--- src/rtl/spi_sniffer_pkg.sv ---
// Shared types and constants for the SPI-flash read sniffer.
package spi_sniffer_pkg;

  typedef enum logic [2:0] {
    IDLE,
    CMD,
    ADDR,
    DUMMY,
    DATA,
    IGNORE
  } state_t;

  localparam logic [7:0] CMD_READ      = 8'h03;
  localparam logic [7:0] CMD_FAST_READ = 8'h0B;

  localparam int BIT_CNT_W = 5;
  localparam int ADDR_W    = 24;

endpackage

--- src/rtl/spi_edge_sync.sv ---
// Brings the asynchronous SPI pins into the clk domain and flags spi_clk edges.
// All four pins share one chain so data stays aligned with the clock edge that samples it.
module spi_edge_sync #(
  parameter int SYNC_STAGES = 2
) (
  input  logic clk,
  input  logic reset,
  input  logic spi_cs,
  input  logic spi_clk,
  input  logic spi_si,
  input  logic spi_so,
  output logic cs,
  output logic si,
  output logic so,
  output logic clk_rise,
  output logic clk_fall
);

  // Bit order: [0]=cs, [1]=clk, [2]=si, [3]=so; cs resets deselected
  logic [3:0] stage_q [SYNC_STAGES];
  logic       clk_d;

  always_ff @(posedge clk or negedge reset) begin
    if (!reset) begin
      for (int i = 0; i < SYNC_STAGES; i++) stage_q[i] <= 4'b0001;
      clk_d <= 1'b0;
    end else begin
      stage_q[0] <= {spi_so, spi_si, spi_clk, spi_cs};
      for (int i = 1; i < SYNC_STAGES; i++) stage_q[i] <= stage_q[i-1];
      clk_d <= stage_q[SYNC_STAGES-1][1];
    end
  end

  assign cs       = stage_q[SYNC_STAGES-1][0];
  assign si       = stage_q[SYNC_STAGES-1][2];
  assign so       = stage_q[SYNC_STAGES-1][3];
  assign clk_rise = stage_q[SYNC_STAGES-1][1] & ~clk_d;
  assign clk_fall = ~stage_q[SYNC_STAGES-1][1] & clk_d;

endmodule

--- src/rtl/spi_sniffer.sv ---
// Passive SPI-flash READ decoder: tracks the byte address and packs returned bytes into words.
// Define SPI_SNIFF_FAST_READ_EN to also decode FAST_READ (0x0B) with its 8 dummy clocks.
module spi_sniffer
  import spi_sniffer_pkg::*;
#(
  parameter logic [7:0] READ_CMD    = 8'h03,
  parameter int         SYNC_STAGES = 2
) (
  input  logic        clk,
  input  logic        reset,
  input  logic        spi_cs,
  input  logic        spi_clk,
  input  logic        spi_si,
  input  logic        spi_so,
  input  logic        enable,
  output logic [31:0] data,
  output logic        data_stb,
  output logic [21:0] addr_hi,
  output logic [1:0]  addr_lo,
  output logic        addr_changed,
  output logic        load,
  output logic        shift
);

  logic cs_s, si_s, so_s, rise, fall;

  spi_edge_sync #(.SYNC_STAGES(SYNC_STAGES)) u_sync (
    .clk      (clk),
    .reset    (reset),
    .spi_cs   (spi_cs),
    .spi_clk  (spi_clk),
    .spi_si   (spi_si),
    .spi_so   (spi_so),
    .cs       (cs_s),
    .si       (si_s),
    .so       (so_s),
    .clk_rise (rise),
    .clk_fall (fall)
  );

  state_t                state, next_state;
  logic [BIT_CNT_W-1:0]  bit_cnt;
  logic [22:0]           shreg;
  logic [ADDR_W-1:0]     addr;
  logic                  fast_q;

  logic                  abort, cnt_clr, cnt_inc, sh_en, addr_latch;
  logic                  byte_done, shift_ev, latch_ev, cmd_done, fast_hit;
  logic                  shift_in;
  logic [7:0]            cmd_byte, data_byte;
  logic [ADDR_W-1:0]     addr_word;

  logic                  latch_p1, inc_p1, stb_p1, shift_p1;

  assign abort     = cs_s | ~enable;
  assign shift_in  = (state == DATA) ? so_s : si_s;
  assign cmd_byte  = {shreg[6:0], si_s};
  assign data_byte = {shreg[6:0], so_s};
  assign addr_word = {shreg, si_s};
  assign addr_hi   = addr[23:2];
  assign addr_lo   = addr[1:0];

`ifdef SPI_SNIFF_FAST_READ_EN
  assign fast_hit = (cmd_byte == CMD_FAST_READ);
`else
  assign fast_hit = 1'b0;
`endif

  always_ff @(posedge clk or negedge reset) begin
    if (!reset) state <= IDLE;
    else        state <= next_state;
  end

  always_comb begin
    next_state = state;
    cnt_clr    = 1'b0;
    cnt_inc    = 1'b0;
    sh_en      = 1'b0;
    addr_latch = 1'b0;
    byte_done  = 1'b0;
    shift_ev   = 1'b0;
    latch_ev   = 1'b0;
    cmd_done   = 1'b0;
    if (abort) begin
      next_state = IDLE;
      cnt_clr    = 1'b1;
    end else begin
      case (state)
        IDLE: begin
          next_state = CMD;
          cnt_clr    = 1'b1;
        end
        CMD: if (rise) begin
          sh_en = 1'b1;
          if (bit_cnt == 5'd7) begin
            cnt_clr  = 1'b1;
            cmd_done = 1'b1;
            next_state = (cmd_byte == READ_CMD || fast_hit) ? ADDR : IGNORE;
          end else begin
            cnt_inc = 1'b1;
          end
        end
        ADDR: if (rise) begin
          sh_en = 1'b1;
          if (bit_cnt == 5'd23) begin
            cnt_clr    = 1'b1;
            addr_latch = 1'b1;
            latch_ev   = ~fast_q;
            next_state = fast_q ? DUMMY : DATA;
          end else begin
            cnt_inc = 1'b1;
          end
        end
        DUMMY: if (rise) begin
          if (bit_cnt == 5'd7) begin
            cnt_clr    = 1'b1;
            latch_ev   = 1'b1;
            next_state = DATA;
          end else begin
            cnt_inc = 1'b1;
          end
        end
        DATA: begin
          if (rise) begin
            sh_en = 1'b1;
            if (bit_cnt == 5'd7) begin
              cnt_clr   = 1'b1;
              byte_done = 1'b1;
            end else begin
              cnt_inc = 1'b1;
            end
          end
          // Only the falls inside a byte advance the emulated flash
          if (fall && bit_cnt != '0) shift_ev = 1'b1;
        end
        default: ;
      endcase
    end
  end

  always_ff @(posedge clk or negedge reset) begin
    if (!reset) begin
      bit_cnt      <= '0;
      shreg        <= '0;
      fast_q       <= 1'b0;
      addr         <= '0;
      data         <= '0;
      latch_p1     <= 1'b0;
      inc_p1       <= 1'b0;
      stb_p1       <= 1'b0;
      shift_p1     <= 1'b0;
      addr_changed <= 1'b0;
      load         <= 1'b0;
      shift        <= 1'b0;
      data_stb     <= 1'b0;
    end else begin
      if (cnt_clr)      bit_cnt <= '0;
      else if (cnt_inc) bit_cnt <= bit_cnt + 5'd1;
      if (sh_en)        shreg <= {shreg[21:0], shift_in};
      if (cmd_done)     fast_q <= fast_hit;

      if (addr_latch)   addr <= addr_word;
      else if (inc_p1)  addr <= addr + 24'd1;
      if (byte_done)    data[{addr_lo, 3'b000} +: 8] <= data_byte;

      // Stage 1: events from the decoded spi_clk edge
      latch_p1 <= latch_ev;
      inc_p1   <= byte_done;
      stb_p1   <= byte_done && (addr_lo == 2'd3);
      shift_p1 <= shift_ev;

      // Stage 2: output pulses, aligned with the address increment
      addr_changed <= latch_p1;
      load         <= latch_p1 | inc_p1;
      shift        <= shift_p1;
      data_stb     <= stb_p1;
    end
  end

endmodule

--- config.mk ---
export PLATFORM = sky130hd
export DESIGN_NAME = spi_sniffer
export DESIGN_NICKNAME = d
export VERILOG_FILES = /design/src/rtl/spi_sniffer_pkg.sv /design/src/rtl/spi_edge_sync.sv /design/src/rtl/spi_sniffer.sv
export SDC_FILE = /design/constraint.sdc
export NUM_CORES = 1
export LEC_CHECK = 0
export CAP_MARGIN = 20
export CORE_MARGIN = 2
export CORE_UTILIZATION = 58
export CTS_CLUSTER_DIAMETER = 100
export DETAILED_ROUTE_END_ITERATION = 8
export PLACE_DENSITY = 0.95
export SLEW_MARGIN = 0
export SYNTH_ARGS = -nofsm -noshare
export SYNTH_HDL_FRONTEND = slang
export SYNTH_SLANG_ARGS = --single-unit
--- constraint.sdc ---
create_clock -name clk -period 6.3 [get_ports clk]
set_clock_uncertainty 0.05 [all_clocks]
set_input_delay 1.575 -clock clk [delete_from_list [all_inputs] [get_ports clk]]
set_output_delay 1.575 -clock clk [all_outputs]
set_load 0.01 [all_outputs]
==> metrics.md <==
| Metric | Value |
|---|---|
| Status | `complete, no violations` |
| Worst path cell trace | `clkdlybuf4s50_1, and2b_2, nand2_1, or3_2, nor2_1, a21oi_1` |
| Initial DRC count | `220` |
| Remaining Overflow, GRT | `0` |
| Slew HR | `0.3424` |
| CP max-delay cell | `or3_2` |
| Minimum clock period | `3.269 ns` |
| Critical Path Max Stage Delay | `0.73 ns` |
| Die W | `93.79 um` |
| Layout cells sized above 1 | `0.1263` |
| Max Fclk | `305.9 MHz` |
| Post-DP HPWL | `6735 um` |
| Crit end category | `flop` |
| Seq/Total Area, Yosys | `0.5571` |
| Leading cell types in the layout, fill and taps excluded | `102 x dfrtp_1, 76 x nand2_1, 65 x clkdlybuf4s50_1` |
| Via count | `3503` |
| Pwr per Cell Area | `215.0 nW/um^2` |
| Gr usage total | `0.2527` |
| Synth Register Bits | `104` |
| Core footprint | `7767 um^2` |
| Req. time, crit path | `6.48 ns` |
| Post-CTS resize count | `0` |
| Final nets | `508` |
| Max IR drop VDD | `0.0001191 V` |
| WS Path Type | `in -> reg` |
| Vias/cell | `5.829` |
| Arrival time worst endpoint | `3.45 ns` |
| Pre-Repair DR Iteration Count | `4` |
| Syn. warnings | `0` |
| Area Overhead vs Synth | `18.38%` |
| CTS Buf Count | `9` |
| Clock buffer depth | `2` |
| Remaining DRCs | `0` |
| Antenna violations before repair | `0` |
| Clk Latency, worst-skew pair | `0.37 ns` |
| Syn_nets | `456` |
| Vias in the first global route | `3491` |
| Initial core utilization | `0.6020` |
| Final setup viols | `0` |
| Setup TNS | `0 ns` |
| Cell row count | `32` |
| Pins Over Slew Limit | `0` |
| Max_cap viols | `0` |
| Port bufs | `66` |
| CTS Hold Buffers Added | `0` |
| Critical-path maximum fanout | `28` |
| Tcrit/Tclk final | `0.5188` |
| Setup repair bufs after CTS | `0` |
| Worst-Margin Slew | `0.9740 ns` |
| H-tree Lvls | `3` |
| Largest net degree at the start of global routing | `64` |
| Routed Antenna Nets | `0` |
| Io pins | `67` |
| Filler cell count | `516` |
| Unrepaired setup endpoints after global routing | `no` |
| Final hold vios | `0` |
| Root buf cell | `clkbuf_8` |
| Synth unique cells | `49` |
| Worst-path clk slew | `0.10 ns` |
| Crit path buf inv count | `1` |
| DRT Wirelength | `10320 um` |
| TritonCTS Sinks | `104` |
| Cells after synthesis | `442` |
| Most common cell after layout, fill and taps aside | `dfrtp_1` |
| Largest delay share family, worst path | `simple AND/OR/NAND/NOR gates` |
| Flop-to-flop setup slack | `3.86 ns` |
| CTS tree | `built` |
| Avg Cell Area, Syn | `10.58 um^2` |
| Die ar. | `8796 um^2` |
| Worst Hold Class | `reg -> reg` |
| Power, Total | `1.190 mW` |
| Antenna fix cells | `0` |
| Global-route wire length before repair | `17060 um` |
| Crit start category | `input port` |
| Hold_ws | `0.3037 ns` |
| WL/cell | `17.17 um` |
| Routability cong. | `0.8308` |
| Die extent in y | `93.79 um` |
| Cell Area, Synth | `4676 um^2` |
| Leak | `2.509 nW` |
-- logic make-up after synthesis --
family                   Yosys count  share of synthesized area
AO/OA/AOI/OAI                     55                    0.06369
XOR/XNOR                          30                    0.05619
adder cells (fa/ha/maj)            7                    0.01873
buffers and inverters             37                    0.04362
flip-flops                       104                     0.5571
multiplexers                      31                    0.07546
AND/OR/NAND/NOR                  178                     0.1852
-- cell type report --
cell class | count | area, um^2 | area share
Clock buffer | 12 | 155.1 | 0.02803
Timing Repair Buffer | 67 | 665.6 | 0.1203
Tap cell | 102 | 127.6 | 0.02306
Clock inverter | 4 | 73.82 | 0.01334
Sequential cell | 104 | 2605 | 0.4706
Multi-Input combinational cell | 301 | 1867 | 0.3373
Inverter | 11 | 41.29 | 0.007459
-- synth_stat cells, drive strengths merged --
cell type  count  share of area
nand2         77          0.063
dfrtp        102           0.55
xor2          13          0.024
a21o           1         0.0016
a31oi          1         0.0013
and3           6         0.0086
nand2b         2         0.0027
nand3         21          0.024
a31o           1         0.0019
nor3           3         0.0032
and4           1         0.0019
nor4           5         0.0094
inv           10         0.0080
a21oi         20          0.021
or2            5         0.0067
o21bai         1         0.0016
or3            2         0.0029
mux2i          3         0.0064
buf           13          0.024
or4            1         0.0024
and3b          1         0.0019
nor3b          5         0.0080
and2b          2         0.0035
nand4          9          0.012
o2111ai        1         0.0019
o21ai         28          0.030
or3b           1         0.0019
mux2          28          0.069
nor4b          2         0.0037
o311ai         1         0.0019
nor2          34          0.027
clkbuf        13          0.010
dfstp          2          0.011
o211a          1         0.0021
clkinv         1        0.00080
nor4bb         1         0.0021
ha             7          0.019
xnor2         17          0.032
-- worst paths after layout --
kind,startpoint,end,depth (start not counted)
setup / recovery,enable,addr[9]$_DFFE_PN0P_,6
hold / removal,u_sync.stage_q[5]$_DFF_PN0_,u_sync.stage_q[1]$_DFF_PN0_,0
setup reg to reg,state[2]$_DFFE_PN0P_,shreg[4]$_DFFE_PN0P_,4
hold reg to reg,u_sync.stage_q[5]$_DFF_PN0_,u_sync.stage_q[1]$_DFF_PN0_,0
max in group asynchronous,reset,inc_p1$_DFF_PN0_,2
min in group asynchronous,reset,data[17]$_DFFE_PN0P_,1
-- metal layers --
layer,up-vias,GRT usage,share of wire
li1,1587,-,-
met1,1763,0.3240,0.39
met2,128,0.4196,0.52
met3,25,0.04334,0.060
met4,0,0.1196,0.026
met5,-,0,0
-- registers in the layout, indices dropped and copies added, names as in the netlist, 3 cells and up --
signal / flops
shreg: 23
bit_cnt: 5
state: 3
data: 32
addr: 24
u_sync.stage_q: 5
-- per-stage QoR --
| step | setup slack (ns) | util | area, um^2 | std cells |
|---|---|---|---|---|
| after floorplan | 3.351 | - | 4676 | 442 |
| after global placement | 2.844 | 0.6832 | 5306 | 585 |
| after detailed placement | 2.737 | 0.6832 | 5306 | 585 |
| after CTS | 3.050 | 0.7126 | 5535 | 601 |
| after global routing | 2.963 | 0.7126 | 5535 | 601 |
| final | 3.031 | 0.7126 | 5535 | 601 |
-- worst register-to-register path, cell delays in order, from the launching register on --
cell and delay [ns]:
dfrtp_1 0.59, or3b_2 0.55, o21ai_0 0.15, nand3_2 0.51, mux2_2 0.49
-- power by group --
group | switching [mW] | internal, mW | total, mW | leakage (nW)
Clock | 0.223 | 0.247 | 0.470 | 0.117
Sequential | 0.0124 | 0.674 | 0.686 | 1.33
Combinational | 0.0223 | 0.0119 | 0.0342 | 1.06
Total | 0.258 | 0.932 | 1.19 | 2.51
(Power assumes the default switching activity.)
